<file path="src/rtl/inv_mix_columns_seq.sv">
// Purpose: iterative AES InvMixColumns, transforming COLS_PER_CYCLE columns per clock in place.
// Latency: out_valid rises in the cycle after edge T + 4/COLS_PER_CYCLE, where T is the input handshake edge.
// Backpressure: one state in flight; the result is held in DONE until out_ready, and in_ready stays low until then.
module inv_mix_columns_seq #(
  parameter int COLS_PER_CYCLE = 1
) (
  input  logic         clk,
  input  logic         rst_n,
  input  logic         in_valid,
  output logic         in_ready,
  input  logic [0:127] in_data,
  output logic         out_valid,
  input  logic         out_ready,
  output logic [0:127] out_data
);

  // Only 1, 2 and 4 columns per clock divide the four-column state evenly.
  if (!(COLS_PER_CYCLE == 1 || COLS_PER_CYCLE == 2 || COLS_PER_CYCLE == 4)) begin : g_bad_cols
    $error("inv_mix_columns_seq: COLS_PER_CYCLE must be 1, 2 or 4");
  end

  typedef enum logic [1:0] {
    S_IDLE = 2'd0,
    S_BUSY = 2'd1,
    S_DONE = 2'd2
  } state_t;

  // Column index advance per BUSY cycle (4 wraps to 0 in two bits).
  localparam logic [1:0] COL_STEP = 2'(COLS_PER_CYCLE);
  // First column of the final BUSY cycle; the step that covers column 3 starts here.
  localparam logic [1:0] LAST_COL = 2'(4 - COLS_PER_CYCLE);

  state_t       r_fsm;
  state_t       w_fsm_nxt;
  logic [0:127] r_state;
  logic [1:0]   r_col;
  logic [3:0]   w_sel;
  logic [31:0]  w_col_res [4];
  logic         w_busy_last;

  // GF(2^8) multiply-by-x with reduction by 0x11B.
  function automatic logic [7:0] xtime(input logic [7:0] b);
    return {b[6:0], 1'b0} ^ (b[7] ? 8'h1b : 8'h00);
  endfunction

  // One InvMixColumns column; a[31:24] is row 0.
  function automatic logic [31:0] inv_col(input logic [31:0] a);
    logic [7:0] ab [4];
    logic [7:0] x2 [4];
    logic [7:0] x4 [4];
    logic [7:0] x8 [4];
    logic [7:0] m9 [4];
    logic [7:0] mb [4];
    logic [7:0] md [4];
    logic [7:0] me [4];
    logic [7:0] b0, b1, b2, b3;
    for (int i = 0; i < 4; i++) begin
      ab[i] = a[31-8*i -: 8];
      x2[i] = xtime(ab[i]);
      x4[i] = xtime(x2[i]);
      x8[i] = xtime(x4[i]);
      m9[i] = x8[i] ^ ab[i];
      mb[i] = x8[i] ^ x2[i] ^ ab[i];
      md[i] = x8[i] ^ x4[i] ^ ab[i];
      me[i] = x8[i] ^ x4[i] ^ x2[i];
    end
    b0 = me[0] ^ mb[1] ^ md[2] ^ m9[3];
    b1 = m9[0] ^ me[1] ^ mb[2] ^ md[3];
    b2 = md[0] ^ m9[1] ^ me[2] ^ mb[3];
    b3 = mb[0] ^ md[1] ^ m9[2] ^ me[3];
    return {b0, b1, b2, b3};
  endfunction

  // A column is in this cycle's window when its distance past r_col is below the step size.
  for (genvar c = 0; c < 4; c++) begin : g_col
    logic [1:0] w_off;
    assign w_off        = 2'(c) - r_col;
    assign w_sel[c]     = ({30'd0, w_off} < 32'(COLS_PER_CYCLE));
    assign w_col_res[c] = inv_col(r_state[32*c +: 32]);
  end

  assign w_busy_last = (r_col == LAST_COL);
  assign out_data    = r_state;

  // State register; reset wins over any simultaneous handshake.
  always_ff @(posedge clk) begin
    if (!rst_n) begin
      r_fsm <= S_IDLE;
    end else begin
      r_fsm <= w_fsm_nxt;
    end
  end

  // Next-state and handshake outputs.
  always_comb begin
    w_fsm_nxt = r_fsm;
    in_ready  = 1'b0;
    out_valid = 1'b0;
    case (r_fsm)
      S_IDLE: begin
        in_ready = 1'b1;
        if (in_valid) begin
          w_fsm_nxt = S_BUSY;
        end
      end
      S_BUSY: begin
        if (w_busy_last) begin
          w_fsm_nxt = S_DONE;
        end
      end
      S_DONE: begin
        out_valid = 1'b1;
        if (out_ready) begin
          w_fsm_nxt = S_IDLE;
        end
      end
      default: begin
        w_fsm_nxt = S_IDLE;
      end
    endcase
  end

  // Working register: capture on accept, rewrite the selected columns while BUSY, hold otherwise.
  always_ff @(posedge clk) begin
    if (!rst_n) begin
      r_state <= '0;
      r_col   <= '0;
    end else if (r_fsm == S_IDLE && in_valid) begin
      r_state <= in_data;
      r_col   <= '0;
    end else if (r_fsm == S_BUSY) begin
      for (int c = 0; c < 4; c++) begin
        if (w_sel[c]) begin
          r_state[32*c +: 32] <= w_col_res[c];
        end
      end
      r_col <= r_col + COL_STEP;
    end
  end

endmodule
</file>
<file path="config.mk">
export PLATFORM = sky130hd
export DESIGN_NAME = inv_mix_columns_seq
export DESIGN_NICKNAME = d
export VERILOG_FILES = /design/src/rtl/inv_mix_columns_seq.sv
export SDC_FILE = /design/constraint.sdc
export NUM_CORES = 1
export LEC_CHECK = 0
export ABC_AREA = 1
export CORE_UTILIZATION = 50
export CTS_CLUSTER_DIAMETER = 150
export DETAILED_ROUTE_END_ITERATION = 12
export PLACE_DENSITY = 0.73
export SETUP_SLACK_MARGIN = 0.3
export SYNTH_ARGS = -nofsm -noshare
export SYNTH_HDL_FRONTEND = slang
export SYNTH_SLANG_ARGS = --single-unit
</file>
<file path="constraint.sdc">
create_clock -name clk -period 2.4 [get_ports clk]
set_clock_uncertainty 0.2 [all_clocks]
set_input_delay 0.24 -clock clk [delete_from_list [all_inputs] [get_ports clk]]
set_output_delay 0.24 -clock clk [all_outputs]
set_load 0.02 [all_outputs]
</file>
== Yosys cells after proc, flatten, opt, wreduce, memory -nomap -nowiden ==
Cells that the tools add are included.
Storage, ports and cells
  flip-flop bits (word level): 132
  bits in latches: 0
  memory bits (writable): 0
  bits in read-only memories: 0
  bits of input ports: 132
  output and inout port bits: 130
  logic and storage cells: 287
  memories: 0
Operators by class
  $add $sub $neg: 5
  multipliers: 0
  div/mod/pow operators: 0
  $lt $le $gt $ge: 4
  eq/ne operators: 6
  shift operators: 0
  multiplexer cells: 60
  bitwise operators: 193
  reductions and logical operators: 13
Operators by type and width (number)
  $xor A8 B8 Y8: 144
  $xor A8 B5 Y8: 48
  $mux W128: 2
  $mux W5: 48
  $mux W32: 4
  $reduce_bool A2 Y1: 5
  $lt A2 B1 Y1 const B: 4
  $reduce_and A2 Y1: 4
  $mux W2: 3
  $ne A2 B2 Y1 const B: 3
  $pmux W2 S3: 1
  $eq A2 B2 Y1 const B: 2
  $sub A1 B2 Y2 const A: 2
  $sub A2 B2 Y2 const A: 2
  $reduce_and A3 Y1: 1
  $add A2 B1 Y2 const B: 1
  $eq A2 B1 Y1 const B: 1
  $logic_not A2 Y1: 1
  $mux W1: 2
  $reduce_or A2 Y1: 1
  $logic_and A1 B1 Y1: 1
  $not A1 Y1: 1

== Longest topological paths before layout ==
  word-level depth: 14
  mapped depth: 17
  mapped depth without buffers: 16

== Worst setup path after synthesis ==
OpenSTA, ideal clock, no wires.
  kind: reg2reg
  from: register r_state, in the netlist out_data[66]
  to: register r_state, in the netlist out_data[94]
  library setup time: 0.132 ns
  arrival time: 1.712 ns
  data required time: 2.068 ns
  slack: 0.355 ns
  stages on the path, launching flop included: 15
  buffers on the path: 1
  period minus slack after synthesis: 2.045 ns
  path through: dfxtp_1 > buf_4 > inv_1 > nand2_1 > nand2_2 > nand2_1 > nand2_1 > nand2_1 > nand2_1 > or2_1 > nand2_1 > xor2_1 > nand2_1 > nand2_1 > a21oi_1
On the way
  cells in the longest elaborated chain, start to end: 12
Ends and longest elaborated chain
  start, declared: RTL line 35  | logic [0:127] r_state;
  start signal, assigned: RTL line 129  | r_state <= in_data;
  start signal, assigned by index: RTL line 134  | r_state[32*c +: 32] <= w_col_res[c];
  $xor A8 B5 Y8 (2 in a row): RTL line 43  | return {b[6:0], 1'b0} ^ (b[7] ? 8'h1b : 8'h00);
  $mux W5: RTL line 43
  $xor A8 B5 Y8: RTL line 43
  $xor A8 B8 Y8 (2 in a row): RTL line 63  | mb[i] = x8[i] ^ x2[i] ^ ab[i];
  $xor A8 B8 Y8 (3 in a row): RTL line 70  | b3 = mb[0] ^ md[1] ^ m9[2] ^ me[3];
  $mux W32: RTL line 133  | if (w_sel[c]) begin
  $mux W128: RTL line 131  | end else if (r_fsm == S_BUSY) begin
  $mux W128: RTL line 128  | end else if (r_fsm == S_IDLE && in_valid) begin
No other way between the ends. The select of a mux whose other input is x is not followed.
A chain may end at the register's enable or synchronous reset.

== Worst setup path in the final report ==
  from: register r_state, in the netlist out_data[11]
  to: register r_state, in the netlist out_data[24]
On the way
  cells in the longest elaborated chain, start to end: 11
Ends and longest elaborated chain
  $xor A8 B5 Y8 (3 in a row): RTL line 43
  $xor A8 B8 Y8 (2 in a row): RTL line 64  | md[i] = x8[i] ^ x4[i] ^ ab[i];
  $xor A8 B8 Y8 (3 in a row): RTL line 70
  $mux W32: RTL line 133
  $mux W128: RTL line 131
  $mux W128: RTL line 128
No other way between the ends. The select of a mux whose other input is x is not followed.

==> impl_metrics.json <==
{
  "die_height_um": 204,
  "core_um2": 40000,
  "rsz0062_at_grt": "true",
  "cp.arrival_ns": 2.35,
  "yosysTopAreaCell": "nand2_1",
  "yosysWarnings": 0,
  "io_pins": 262,
  "num_vias": 24000,
  "synthTopCellsByCount": "nand2_1, inv_1, xor2_1, nand3_1, xnor2_1",
  "synth_fp_nets": 3774,
  "h-tree-depth": 4,
  "setup_tns_ns": 0,
  "grt.overflow.total": 0,
  "grt_use_total_pct": 35.9,
  "cp_max_fo": 7,
  "setup_viol": 0,
  "grt_pass1_wl_mm": 116,
  "clk_latency_ns": 0.49,
  "period_minus_slack_ns": 2.13,
  "synth-edff-count": 0,
  "dp.cells": 4454,
  "syn_area_um2": 20400,
  "drive_gt1_share_pct": 17.5,
  "slew_headroom_pct": 63.5,
  "max_freq_mhz": 470,
  "worstSetupStartpoint": "out_data[11]",
  "status": "finished, final reports clean",
  "start_kind": "register",
  "ys.flop_type": "dfxtp_1",
  "reg2reg_slack_ns": 0.27,
  "io_buffers": 261,
  "diodes": 0,
  "cts_tree": "built",
  "drt-initial-drc-count": 2053,
  "drc": 0,
  "ant_nets": 0,
  "finalWirelength_mm": 77.3,
  "reg2reg_from": "out_data[11]",
  "synthToLayoutAreaGrowth_pct": 30.8,
  "path_clk_slew_ns": 0.06,
  "synthArstFlopShare_pct": 0,
  "antenna_found_initial": 1,
  "synth-seq-cells": 132,
  "slowest_delay_ns": 0.36,
  "cap_violations": 0,
  "numCtsBuffers": 17,
  "rows": 73,
  "r2r_cells": 9,
  "synth_cell_types": 39,
  "die_x_um": 204,
  "fin_cells": 4525,
  "clockRootBuffer": "clkbuf_16",
  "dr.pass1.iters": 6,
  "synth.top_cell.area_share_pct": 29.5,
  "initial_core_util_pct": 51.0,
  "final-max-slew-violation-count": 0,
  "critPathCapture": "out_data[24]",
  "synth_most_common_cell": "nand2_1",
  "hold_class": "input pin to register",
  "cp_slowest_cell": "dfxtp_2",
  "post_drt_wl_per_cell_um": 17.1,
  "ys_seq_area_share_pct": 12.9,
  "path_cells": "inv_1 > nand2_1 > nand2_1 > xor2_1 > xor2_1 > a21oi_1 > o21ai_0 > nand2_1 > a21oi_1",
  "syn_avg_cell_area_um2": 5.61,
  "cts_buffer_depth": 2,
  "postSynthCellCount": 3637,
  "final-hold-violation-count": 0,
  "path_class": "register to register",
  "worstHoldPathCells": 3,
  "critPathCaptureType": "register",
  "place_congestion": 1.02,
  "holdBufCountCts": 0,
  "via_per_inst": 5.31,
  "final_nets": 4124,
  "grt_max_degree": 83,
  "cts.sinks": 132,
  "grt_pass1_vias": 21500,
  "worstReg2RegEnd": "out_data[24]",
  "synthTopCellsByArea": "nand2_1, xor2_1, dfxtp_1, xnor2_1, nand3_1",
  "worst_pin_slew_ns": 0.541,
  "period_share_pct": 88.6,
  "critPathMostFrequentCell": "nand2_1",
  "dieArea_um2": 41600,
  "critical_path_required_ns": 2.62,
  "dpl.hpwl_mm": 59.6
}
-- worst max-delay path, delay by kind of cell, from the launching register on --
kind | cells | cell delay [ns]
xor+xnor | 2 | 0.55
compound gates | 3 | 0.46
flops | 1 | 0.36
simple gates | 3 | 0.32
buf+inv | 1 | 0.17
-- flip-flops by register name, summed over array words and instances (netlist names) --
signal / cells
out_data: 128
r_col: 2
r_fsm: 2
-- worst min-delay path by stage --
stage / startpoint / endpoint / slack [ns]
final: in_data[63] / out_data[63] / 0.15
after global routing: in_data[63] / out_data[63] / 0.16
after CTS: in_data[63] / out_data[63] / 0.12
after detailed placement: out_data[107] / out_data[107] / 0.30
after global placement: out_data[99] / out_data[99] / 0.30
after floorplan: rst_n / out_data[56] / 0.16
-- metal layers --
| layer | part of all wire, % | global-route usage (%) | vias to the layer above |
|---|---|---|---|
| met5 | 0.017 | 0 | - |
| met4 | 4.6 | 16.2 | 2 |
| met2 | 46 | 59.1 | 1109 |
| met3 | 8.4 | 5.98 | 251 |
| met1 | 41 | 45.9 | 10900 |
| li1 | - | - | 11800 |
-- per-stage QoR --
stage / worst slack, ns / hold WS [ns] / utilization [%] / cell area (um2)
final: 0.274 / 0.146 / 66.7 / 26700
after global routing: 0.128 / 0.155 / 66.7 / 26700
after CTS: 0.172 / 0.115 / 62.6 / 25100
after detailed placement: 0.139 / 0.303 / 60.8 / 24300
after global placement: 0.144 / 0.299 / 60.8 / 24300
after floorplan: 0.355 / 0.157 / - / 20400
-- kinds of logic (layout without fill, tap and decap cells) --
logic type               count (synthesis)  count (layout)  share of synthesized area [%]
AND/OR/NAND/NOR                       2057            2057                           41.2
XOR/XNOR                               577             577                           25.9
buffers and inverters                  557             920                           11.6
AO/OA/AOI/OAI                          309             309                           7.99
flip-flops                             132             132                           12.9
adder cells (fa/ha/maj)                  5               5                          0.307
-- final cells by class --
type	count	area [um2]
Timing Repair Buffer	476	4370
Fill cell	3797	13300
Clock inverter	9	101
Sequential cell	132	2890
Tap cell	525	657
Inverter	412	1610
Multi-Input combinational cell	2948	16600
Clock buffer	23	488
-- what timing repair did --
| action | 4_1_cts | 5_1_grt |
|---|---|---|
| setup buffers | 1 | 38 |
| resized for setup | 148 | 367 |
| setup endpoints to repair | 161 | 126 |
| endpoints found under the hold margin | 0 | 0 |
| pin swaps | 2 | 38 |
-- placed cells by master, fill, tap and decap left out, drive strengths merged --
master	instances
a21oi	137
xor2	364
o21bai	24
nand3b	19
o211ai	1
a31oi	6
clkdlybuf4s50	189
or2	27
nand3	292
dfxtp	132
bufinv	2
nor2	50
o21ai	135
xnor2	213
nand4	5
a21o	2
clkbuf	23
dlygate4sd2	68
a211oi	1
clkinv	7
inv	410
buf	215
nor3	1
clkinvlp	2
o21a	3
ha	5
nand2	1663
dlymetal6s2s	4
Power is not shown: default switching activity piles up to over one toggle a cycle in this logic, so the estimate is an artifact.
